[src/rtl/cmd_types_pkg.sv]
// Shared types and constants for the host command link.
// Response records, status codes and the transmit FSM encoding live here so
// the core and the link blocks agree on the field layout.
package cmd_types_pkg;

    typedef logic [7:0] byte_t;

    // Width of the payload field carried in every response record.
    localparam int CMD_MAX_PAYLOAD = 4;

    // Status codes echoed back to the host.
    localparam byte_t RESP_OK      = 8'h00;
    localparam byte_t RESP_BAD_CMD = 8'h01;
    localparam byte_t RESP_BUSY    = 8'h02;

    // Response record; code is the most significant field.
    typedef struct packed {
        byte_t                          code;
        byte_t                          status;
        byte_t                          payload_len;
        logic [CMD_MAX_PAYLOAD*8-1:0]   payload;
    } cmd_response_t;

    // Transmit framing states, one per frame field plus idle.
    typedef enum logic [2:0] {
        ST_IDLE,
        ST_CODE,
        ST_STATUS,
        ST_LEN,
        ST_PAYLOAD,
        ST_CHK
    } tx_state_t;

    // Clamp a requested payload length to what a frame can carry.
    function automatic byte_t clamp_len(input byte_t len, input int max_len);
        if (int'(len) > max_len) begin
            return byte_t'(max_len);
        end
        return len;
    endfunction

endpackage

[src/rtl/cmd_response_tx_p2s.sv]
// ParallelToSerialStream: loads a byte vector (most significant byte first)
// together with the number of bytes to send, then presents one byte at a
// time under a valid/ready handshake. Counterpart of the serial-to-parallel
// stream block on the receive side.
module ParallelToSerialStream #(
    parameter int NUM_BYTES = 7,
    parameter int CNT_W     = $clog2(NUM_BYTES + 1)
) (
    input  logic                   clk,
    input  logic                   rst,
    input  logic                   i_load,
    input  logic [NUM_BYTES*8-1:0] i_load_vec,
    input  logic [CNT_W-1:0]       i_load_count,
    input  logic                   i_ready,
    output logic                   o_valid,
    output logic [7:0]             o_data
);

    logic [NUM_BYTES*8-1:0] r_shift;
    logic [NUM_BYTES*8-1:0] w_shifted;
    logic [CNT_W-1:0]       r_count;

    // Each byte lane takes the lane below it; zeros enter at the bottom so
    // the register drains to all-zero once the vector has been sent.
    genvar gi;
    generate
        for (gi = 0; gi < NUM_BYTES; gi++) begin : g_lane
            if (gi == 0) begin : g_bottom
                assign w_shifted[7:0] = 8'h00;
            end else begin : g_upper
                assign w_shifted[gi*8 +: 8] = r_shift[(gi-1)*8 +: 8];
            end
        end
    endgenerate

    // Load a new vector, or advance one byte on every accepted handshake.
    always_ff @(posedge clk) begin
        if (rst) begin
            r_shift <= '0;
            r_count <= '0;
        end else if (i_load) begin
            r_shift <= i_load_vec;
            r_count <= i_load_count;
        end else if (o_valid && i_ready) begin
            r_shift <= w_shifted;
            r_count <= r_count - CNT_W'(1);
        end
    end

    assign o_valid = (r_count != '0);
    assign o_data  = r_shift[NUM_BYTES*8-1 -: 8];

endmodule

[src/rtl/cmd_response_tx.sv]
// Transmit side of the host command link. Queues response records from the
// core and serializes each as code, status, N, N payload bytes, XOR checksum
// on a byte-wide valid/ready stream. Frames follow each other with no idle
// cycle when the queue already holds the next record.
module cmd_response_tx
    import cmd_types_pkg::*;
#(
    parameter int FIFO_DEPTH  = 4,
    // Must not exceed CMD_MAX_PAYLOAD, the width of the record payload field.
    parameter int MAX_PAYLOAD = CMD_MAX_PAYLOAD
) (
    input  logic          clk,
    input  logic          rst,
    input  logic          resp_in_valid,
    output logic          resp_in_ready,
    input  cmd_response_t resp_in_data,
    output logic          cmd_out_valid,
    input  logic          cmd_out_ready,
    output byte_t         cmd_out_data,
    output logic          busy
);

    localparam int PTR_W     = $clog2(FIFO_DEPTH);
    localparam int CNT_W     = $clog2(FIFO_DEPTH + 1);
    localparam int PAY_W     = CMD_MAX_PAYLOAD * 8;
    localparam int NUM_BYTES = 3 + CMD_MAX_PAYLOAD;
    localparam int P2S_CNT_W = $clog2(NUM_BYTES + 1);

    // ------------------------------------------------------------------
    // Request queue
    // ------------------------------------------------------------------
    cmd_response_t    r_mem [FIFO_DEPTH];
    logic [PTR_W-1:0] r_wr_ptr;
    logic [PTR_W-1:0] r_rd_ptr;
    logic [CNT_W-1:0] r_count;
    logic             w_full;
    logic             w_empty;
    logic             w_push;
    logic             w_pop;
    cmd_response_t    w_head;

    assign w_full        = (r_count == CNT_W'(FIFO_DEPTH));
    assign w_empty       = (r_count == '0);
    assign resp_in_ready = !w_full;
    assign w_push        = resp_in_valid && !w_full;
    // The head is read combinationally so a pop can latch it in the same
    // cycle, which is what keeps back-to-back frames gap-free.
    assign w_head        = r_mem[r_rd_ptr];

    // Queue storage; contents need no reset because occupancy gates reads.
    always_ff @(posedge clk) begin
        if (w_push) begin
            r_mem[r_wr_ptr] <= resp_in_data;
        end
    end

    // Pointers wrap naturally (depth is a power of two); push+pop holds count.
    always_ff @(posedge clk) begin
        if (rst) begin
            r_wr_ptr <= '0;
            r_rd_ptr <= '0;
            r_count  <= '0;
        end else begin
            if (w_push) begin
                r_wr_ptr <= r_wr_ptr + PTR_W'(1);
            end
            if (w_pop) begin
                r_rd_ptr <= r_rd_ptr + PTR_W'(1);
            end
            case ({w_push, w_pop})
                2'b10:   r_count <= r_count + CNT_W'(1);
                2'b01:   r_count <= r_count - CNT_W'(1);
                default: r_count <= r_count;
            endcase
        end
    end

    // ------------------------------------------------------------------
    // Frame assembly from the queue head
    // ------------------------------------------------------------------
    byte_t                  w_head_n;
    logic [PAY_W-1:0]       w_payload_aligned;
    logic [NUM_BYTES*8-1:0] w_load_vec;
    logic [P2S_CNT_W-1:0]   w_load_count;

    assign w_head_n = clamp_len(w_head.payload_len, MAX_PAYLOAD);
    // Move the low N payload bytes to the top of the field so they leave
    // most significant first, right after the length byte.
    assign w_payload_aligned = w_head.payload << (8 * (CMD_MAX_PAYLOAD - int'(w_head_n)));
    assign w_load_vec   = {w_head.code, w_head.status, w_head_n, w_payload_aligned};
    assign w_load_count = P2S_CNT_W'(3) + P2S_CNT_W'(w_head_n);

    logic  w_p2s_valid;
    byte_t w_p2s_data;

    ParallelToSerialStream #(
        .NUM_BYTES (NUM_BYTES),
        .CNT_W     (P2S_CNT_W)
    ) u_p2s (
        .clk          (clk),
        .rst          (rst),
        .i_load       (w_pop),
        .i_load_vec   (w_load_vec),
        .i_load_count (w_load_count),
        .i_ready      (cmd_out_ready),
        .o_valid      (w_p2s_valid),
        .o_data       (w_p2s_data)
    );

    // ------------------------------------------------------------------
    // Framing FSM and checksum
    // ------------------------------------------------------------------
    tx_state_t r_state;
    tx_state_t w_state_next;
    byte_t     r_pay_left;
    byte_t     r_chk;
    logic      w_hs;

    // Header and payload bytes come from the shifter; the checksum byte is
    // substituted in the CHK state. Both sources are registered, so the
    // presented byte holds for as long as the transport stalls.
    assign cmd_out_valid = (r_state == ST_CHK) || w_p2s_valid;
    assign cmd_out_data  = (r_state == ST_CHK) ? r_chk : w_p2s_data;
    assign w_hs          = cmd_out_valid && cmd_out_ready;
    assign busy          = (r_state != ST_IDLE) || !w_empty;

    // State register.
    always_ff @(posedge clk) begin
        if (rst) begin
            r_state <= ST_IDLE;
        end else begin
            r_state <= w_state_next;
        end
    end

    // Next-state logic; also decides when the queue head is popped.
    always_comb begin
        w_state_next = r_state;
        w_pop        = 1'b0;
        case (r_state)
            ST_IDLE: begin
                if (!w_empty) begin
                    w_pop        = 1'b1;
                    w_state_next = ST_CODE;
                end
            end
            ST_CODE: begin
                if (w_hs) begin
                    w_state_next = ST_STATUS;
                end
            end
            ST_STATUS: begin
                if (w_hs) begin
                    w_state_next = ST_LEN;
                end
            end
            ST_LEN: begin
                if (w_hs) begin
                    w_state_next = (r_pay_left != 8'd0) ? ST_PAYLOAD : ST_CHK;
                end
            end
            ST_PAYLOAD: begin
                if (w_hs && (r_pay_left == 8'd1)) begin
                    w_state_next = ST_CHK;
                end
            end
            ST_CHK: begin
                if (w_hs) begin
                    if (!w_empty) begin
                        w_pop        = 1'b1;
                        w_state_next = ST_CODE;
                    end else begin
                        w_state_next = ST_IDLE;
                    end
                end
            end
            default: begin
                w_state_next = ST_IDLE;
            end
        endcase
    end

    // Payload byte counter and running XOR; both restart when a record is
    // latched, which takes priority over the CHK handshake in that cycle.
    always_ff @(posedge clk) begin
        if (rst) begin
            r_pay_left <= 8'd0;
            r_chk      <= 8'd0;
        end else if (w_pop) begin
            r_pay_left <= w_head_n;
            r_chk      <= 8'd0;
        end else if (w_hs) begin
            r_chk <= r_chk ^ cmd_out_data;
            if (r_state == ST_PAYLOAD) begin
                r_pay_left <= r_pay_left - 8'd1;
            end
        end
    end

endmodule

[config.mk]
export PLATFORM = sky130hd
export DESIGN_NAME = cmd_response_tx
export DESIGN_NICKNAME = d
export VERILOG_FILES = /design/src/rtl/cmd_types_pkg.sv /design/src/rtl/cmd_response_tx_p2s.sv /design/src/rtl/cmd_response_tx.sv
export SDC_FILE = /design/constraint.sdc
export NUM_CORES = 1
export LEC_CHECK = 0
export ABC_AREA = 1
export BUFFER_PORTS_ARGS = -buffer_cell sky130_fd_sc_hd__buf_4
export CORE_MARGIN = 1
export CORE_UTILIZATION = 55
export DETAILED_ROUTE_END_ITERATION = 6
export GPL_TIMING_DRIVEN = 0
export PLACE_DENSITY = 0.84
export SYNTH_ARGS = -nofsm -noshare
export SYNTH_HDL_FRONTEND = slang
export SYNTH_HIERARCHICAL = 1
export SYNTH_SLANG_ARGS = --single-unit
[constraint.sdc]
create_clock -name clk -period 3.52 [get_ports clk]
set_input_delay 0.352 -clock clk [delete_from_list [all_inputs] [get_ports clk]]
set_output_delay 0.352 -clock clk [all_outputs]
set_load 0.005 [all_outputs]
# Yosys cells after proc, flatten, opt, wreduce, memory -nomap -nowiden
# Memory sizes are Yosys's and may differ from the RTL's. A register that Yosys moved wholly into a read port is not among the register bits.
# Index checks and enable logic that the tools add are counted.
[word_totals] out_inout_bits=11 ff_bits=85 inputBits=60 n_memories=1 mem_bits_rw=224 wordCells=83
[classes] shifts=1 reduce_logical=20 n_lt_le_gt_ge=1 n_eq_ne=15 muxes=28 bitwise=1 add_sub_neg=8
[memory_table] memory="r_mem" depth=4 width=56 read_ports=1 rd_ports_with_merged_regs=1 write_ports=1 line_no="cmd_response_tx.sv:32" source="cmd_response_t r_mem [FIFO_DEPTH];"
[op_table] cell="$mux 56" n=2
[op_table] cell="$mux 8" n=6
[op_table] cell="$shl 32x32->32" n=1
[op_table] cell="$mux 3" n=8
[op_table] cell="$pmux 3 s6" n=1
[op_table] cell="$ne 2x2->1 const B" n=6
[op_table] cell="$eq 3x3->1 const B" n=3
[op_table] cell="$sub 3x8->9 const A" n=1
[op_table] cell="$eq 8x1->1 const B" n=1
[op_table] cell="$gt 8x3->1 const B" n=1
[op_table] cell="$reduce_bool 2->1" n=4
[op_table] cell="$reduce_bool 8->1" n=1
[op_table] cell="$sub 8x1->8 const B" n=1
[op_table] cell="$xor 8x8->8" n=1
[op_table] cell="$mux 1" n=7
[op_table] cell="$eq 3x2->1 const B" n=2
[op_table] cell="$logic_not 3->1" n=2
[op_table] cell="$pmux 3 s2" n=1
[op_table] cell="$reduce_and 6->1" n=1
[op_table] cell="$reduce_bool 3->1" n=2
[op_table] cell="$sub 3x1->3 const B" n=2
[op_table] cell="$add 2x1->2 const B" n=2
[op_table] cell="$logic_and 1x1->1" n=4
[op_table] cell="$mux 2" n=2
[op_table] cell="10 further kinds" n=12

# Depth between registers and ports, before layout
[depth] depth_word=7 depth_mapped=22 depth_no_buf=21

# By module
# The synthesis kept the hierarchy.
[by_module_without_submodules] module="cmd_response_tx" instances=1 area_each_um2=10610.2 cells_each=949
[by_module_without_submodules] module="ParallelToSerialStream" instances=1 area_each_um2=2934.1 cells_each=442

# Least setup slack after synthesis
# Ideal clock, no wire load.
[synth_timing] path_type="register -> register" start="register, netlist name r_count[1]" end="memory r_mem[0][0] (netlist bit), enable pin" setup_time_ps=470 period_less_slack_ps=3496 arrival_ps=3026 n_path_buf=0 path_slack_ps=24 path_stages_with_launch=5 required_time_ps=3050 path_cell_list="dfxtp_1 inv_1 nand3_1 nand2_1 nor2_1"
[synth_lines] element="end, declared" line_no="cmd_response_tx.sv:32"

==> flow_metrics.tcl <==
set metrics [dict create \
    max_freq_mhz 308.8 \
    core.rowCount 57 \
    core_area_sq_um 24250 \
    cpPeakStageDelay_ns 0.46 \
    synth_simple_gate_area_share_pct 20.22 \
    drive_above_1_share_pct 13.28 \
    crit_chain "buf_4 -> nand3_1 -> o21ai_0 -> inv_1 -> nand3_2 -> buf_2 -> ha_1 -> buf_2 -> inv_1 -> nand2_2 -> inv_2 -> nand2_1 -> o21ai_1 -> nand2_1 -> nand2_1 -> nand2_1 -> a21oi_1" \
    fillers 1797 \
    min_period_ns 3.238 \
    synth-adder-area-share_pct 1.072 \
    finalHoldViolCount 0 \
    slew_headroom_pct 34.18 \
    use_met3_pct 4.101 \
    final_cell_mix "nand2_1 (407), edfxtp_1 (224), o21ai_0 (111)" \
    clock-sinks 311 \
    arrival_ns 3.71 \
    die_w_microns 158.9 \
    globalRouteOverflowTotal 0 \
    synthXorXnorAreaFrac_pct 0.3880 \
    syn_avg_cell_area_sq_um 9.737 \
    nNetsFinal 1617 \
    layout_commonest_cell "nand2_1" \
    ys_seq_area_share_pct 62.52 \
    grt_start_max_net_pins 32 \
    route.detailed.drc 8 \
    grt_use_total_pct 25.96 \
    clock-root-buffer "clkbuf_16" \
    cpMaxStageDelayCell "dfxtp_1" \
    rsz0062_at_grt "false" \
    cp_common_cell "nand2_1" \
    fin_ws_ns 0.2821 \
    synth_top_family_by_area "simple AND/OR/NAND/NOR gates" \
    io_pins 71 \
    p_leak_nw 6.187 \
    power_density_nw_per_um2 812.2 \
    clkLatencyLatePin_ns 0.56 \
    vias 10570 \
    cts_tree "built" \
    yosys_warnings 6 \
    place.gp.congestion 0.8965 \
    postCtsSetupRepairBufs 0 \
    violations "DRC" \
    finalSetupTns_ns 0 \
    cp_max_fo 11 \
    worstMarginPinSlew_ns 0.9850 \
    ys_ff_latch 311 \
    required_ns 3.99 \
    setup_viol 0 \
    grt_pass1_vias 10490 \
    yosys-mux-area-fraction_pct 0 \
    die-area_sq_um 25260 \
    yosys.cell_types.count 37 \
    wl_per_cell_microns 17.25 \
    final_antenna_net_count 0 \
    htreeDepth 1 \
    antenna_found_initial 0 \
    critPathKind "register to register" \
    fin_skew_ns 0.01685 \
    viasPerCell 5.594 \
    drtIter0Drc 1091 \
    use_met1_pct 33.60 \
    endpoint_kind "register" \
    critPathLaunchType "register" \
    clkSlewWorstSetupHoldPaths_ns 0.06 \
    placement.io_buffers 70 \
    start_util_pct 55.86 \
    clockBufferDepth 3 \
    met2_usage_pct 43.52 \
    grt_first_pass_wirelength_microns 52630 \
    fp.dieH_microns 158.9 \
    area_growth_pct 18.73 \
    numCtsBuffers 31 \
    finalCritPeriodShare_pct 91.99 \
    slew_violations 0 \
    synth_compound_area_share_pct 10.09 \
    synth_cells 1391 \
    first_pass_iters 7 \
    post-dp-hpwl_microns 21610 \
    dpl_worst_slack_ns 0.2502 \
    grt.busiest_layer "met2" \
    maxCapViolCount 0 \
    hold_path.class "input pin to register" \
    ir_drop_v 0.0004302 \
    drt-total-wl_microns 32610 \
    status "finished, violations left" \
    netlist_area_sq_um 13540 \
    insertedDiodeCount 0 \
]
## layout make-up
cell class	instances	area, sq um	area share [%]
Sequential cell	311	8468	52.66
Timing Repair Buffer	118	1074	6.675
Clock buffer	35	790.8	4.917
Buffer	86	519.2	3.229
Clock inverter	18	219.0	1.362
Inverter	65	251.5	1.564
Tap cell	324	405.4	2.521
Multi-Input combinational cell	933	4354	27.08
## cell usage after synthesis (all sizes together)
| cell | number | area share [%] |
|---|---|---|
| a31oi | 1 | 0.046 |
| fa | 1 | 0.15 |
| nand2 | 417 | 12 |
| xnor2 | 1 | 0.065 |
| edfxtp | 224 | 50 |
| o22ai | 34 | 1.6 |
| o21ai | 112 | 4.1 |
| nor3 | 10 | 0.41 |
| a21oi | 97 | 3.7 |
| ha | 10 | 0.92 |
| dfxtp | 87 | 13 |
| inv | 62 | 1.7 |
| nand4 | 7 | 0.32 |
| o211ai | 1 | 0.055 |
| nand3b | 1 | 0.055 |
| o22a | 1 | 0.065 |
| conb | 1 | 0.028 |
| nor2 | 115 | 3.2 |
| a32o | 7 | 0.52 |
| buf | 54 | 2.9 |
| clkbuf | 32 | 0.89 |
| clkinv | 3 | 0.12 |
| xor2 | 5 | 0.32 |
| nand3 | 108 | 4.1 |
## layer usage
| layer | vias up | part of all wire, % |
|---|---|---|
| li1 | 5047 | - |
| met1 | 4991 | 40 |
| met2 | 452 | 49 |
| met3 | 83 | 7.6 |
| met4 | 0 | 3.3 |
| met5 | - | 0 |
## critical path, delay by kind of cell (launching register included)
family	cells	cell delay (ns)
AOI/OAI and AO/OA	3	0.36
adders and majority gates	1	0.30
buffers and inverters	6	1.32
DFF	1	0.46
and+or+nand+nor	7	0.71
## registers in the layout, summed over array words and instances (netlist names), named ones only
register / cells
r_chk: 8
r_mem: 224
r_rd_ptr: 2
u_p2s/r_shift: 56
r_state: 3
u_p2s/r_count: 3
r_wr_ptr: 2
r_count: 3
r_pay_left: 8
## report_power, final
group | switching, mW | total, mW | internal [mW]
combinational | 3.37 | 5.04 | 1.67
clock | 1.33 | 3.30 | 1.96
sequential | 0.228 | 4.72 | 4.49
total | 4.94 | 13.1 | 8.13
## kinds of logic (layout without fill, tap and decap cells)
kind of cell / after synthesis / count (layout)
AOI/OAI and AO/OA: 253 / 253
xor gates and xnor gates: 6 / 6
adders and majority gates: 11 / 11
buffers and inverters: 151 / 322
DFF: 311 / 311
other: 1 / 5
and+or+nand+nor: 658 / 658
## what timing repair did
item,4_1_cts,5_1_grt
resized for setup,0,3
hold buffers,42,0
setup endpoints to repair,0,11
endpoints found under the hold margin,165,0
## final timing paths
| path | from | to | slack, ns | cells after the start |
|---|---|---|---|---|
| worst max register to register | register | u_p2s/r_shift[23] | 0.28 | 17 |
| worst min-delay path | resp_in_data[29] | r_mem[1][29] | 0.01 | 1 |
| worst min register to register | u_p2s/r_shift[0] | u_p2s/r_shift[0] | 0.46 | 2 |
| worst max-delay path | register | u_p2s/r_shift[23] | 0.28 | 17 |
## stage by stage
stage | instance area (sq um) | util (%) | cells | total power, mW | hold WS [ns]
2_1_floorplan | 13560 | - | 1395 | 8.189 | 0.4211
3_3_place_gp | 14490 | 59.76 | 1789 | 9.484 | 0.4478
3_5_place_dp | 14650 | 60.41 | 1795 | 9.645 | 0.4524
4_1_cts | 16080 | 66.31 | 1890 | 12.99 | 0.0004004
5_1_grt | 16080 | 66.32 | 1890 | 13.80 | 0.0006719
6_report | 16080 | 66.32 | 1890 | 13.06 | 0.01311
Power figures use the tool's default switching activity.
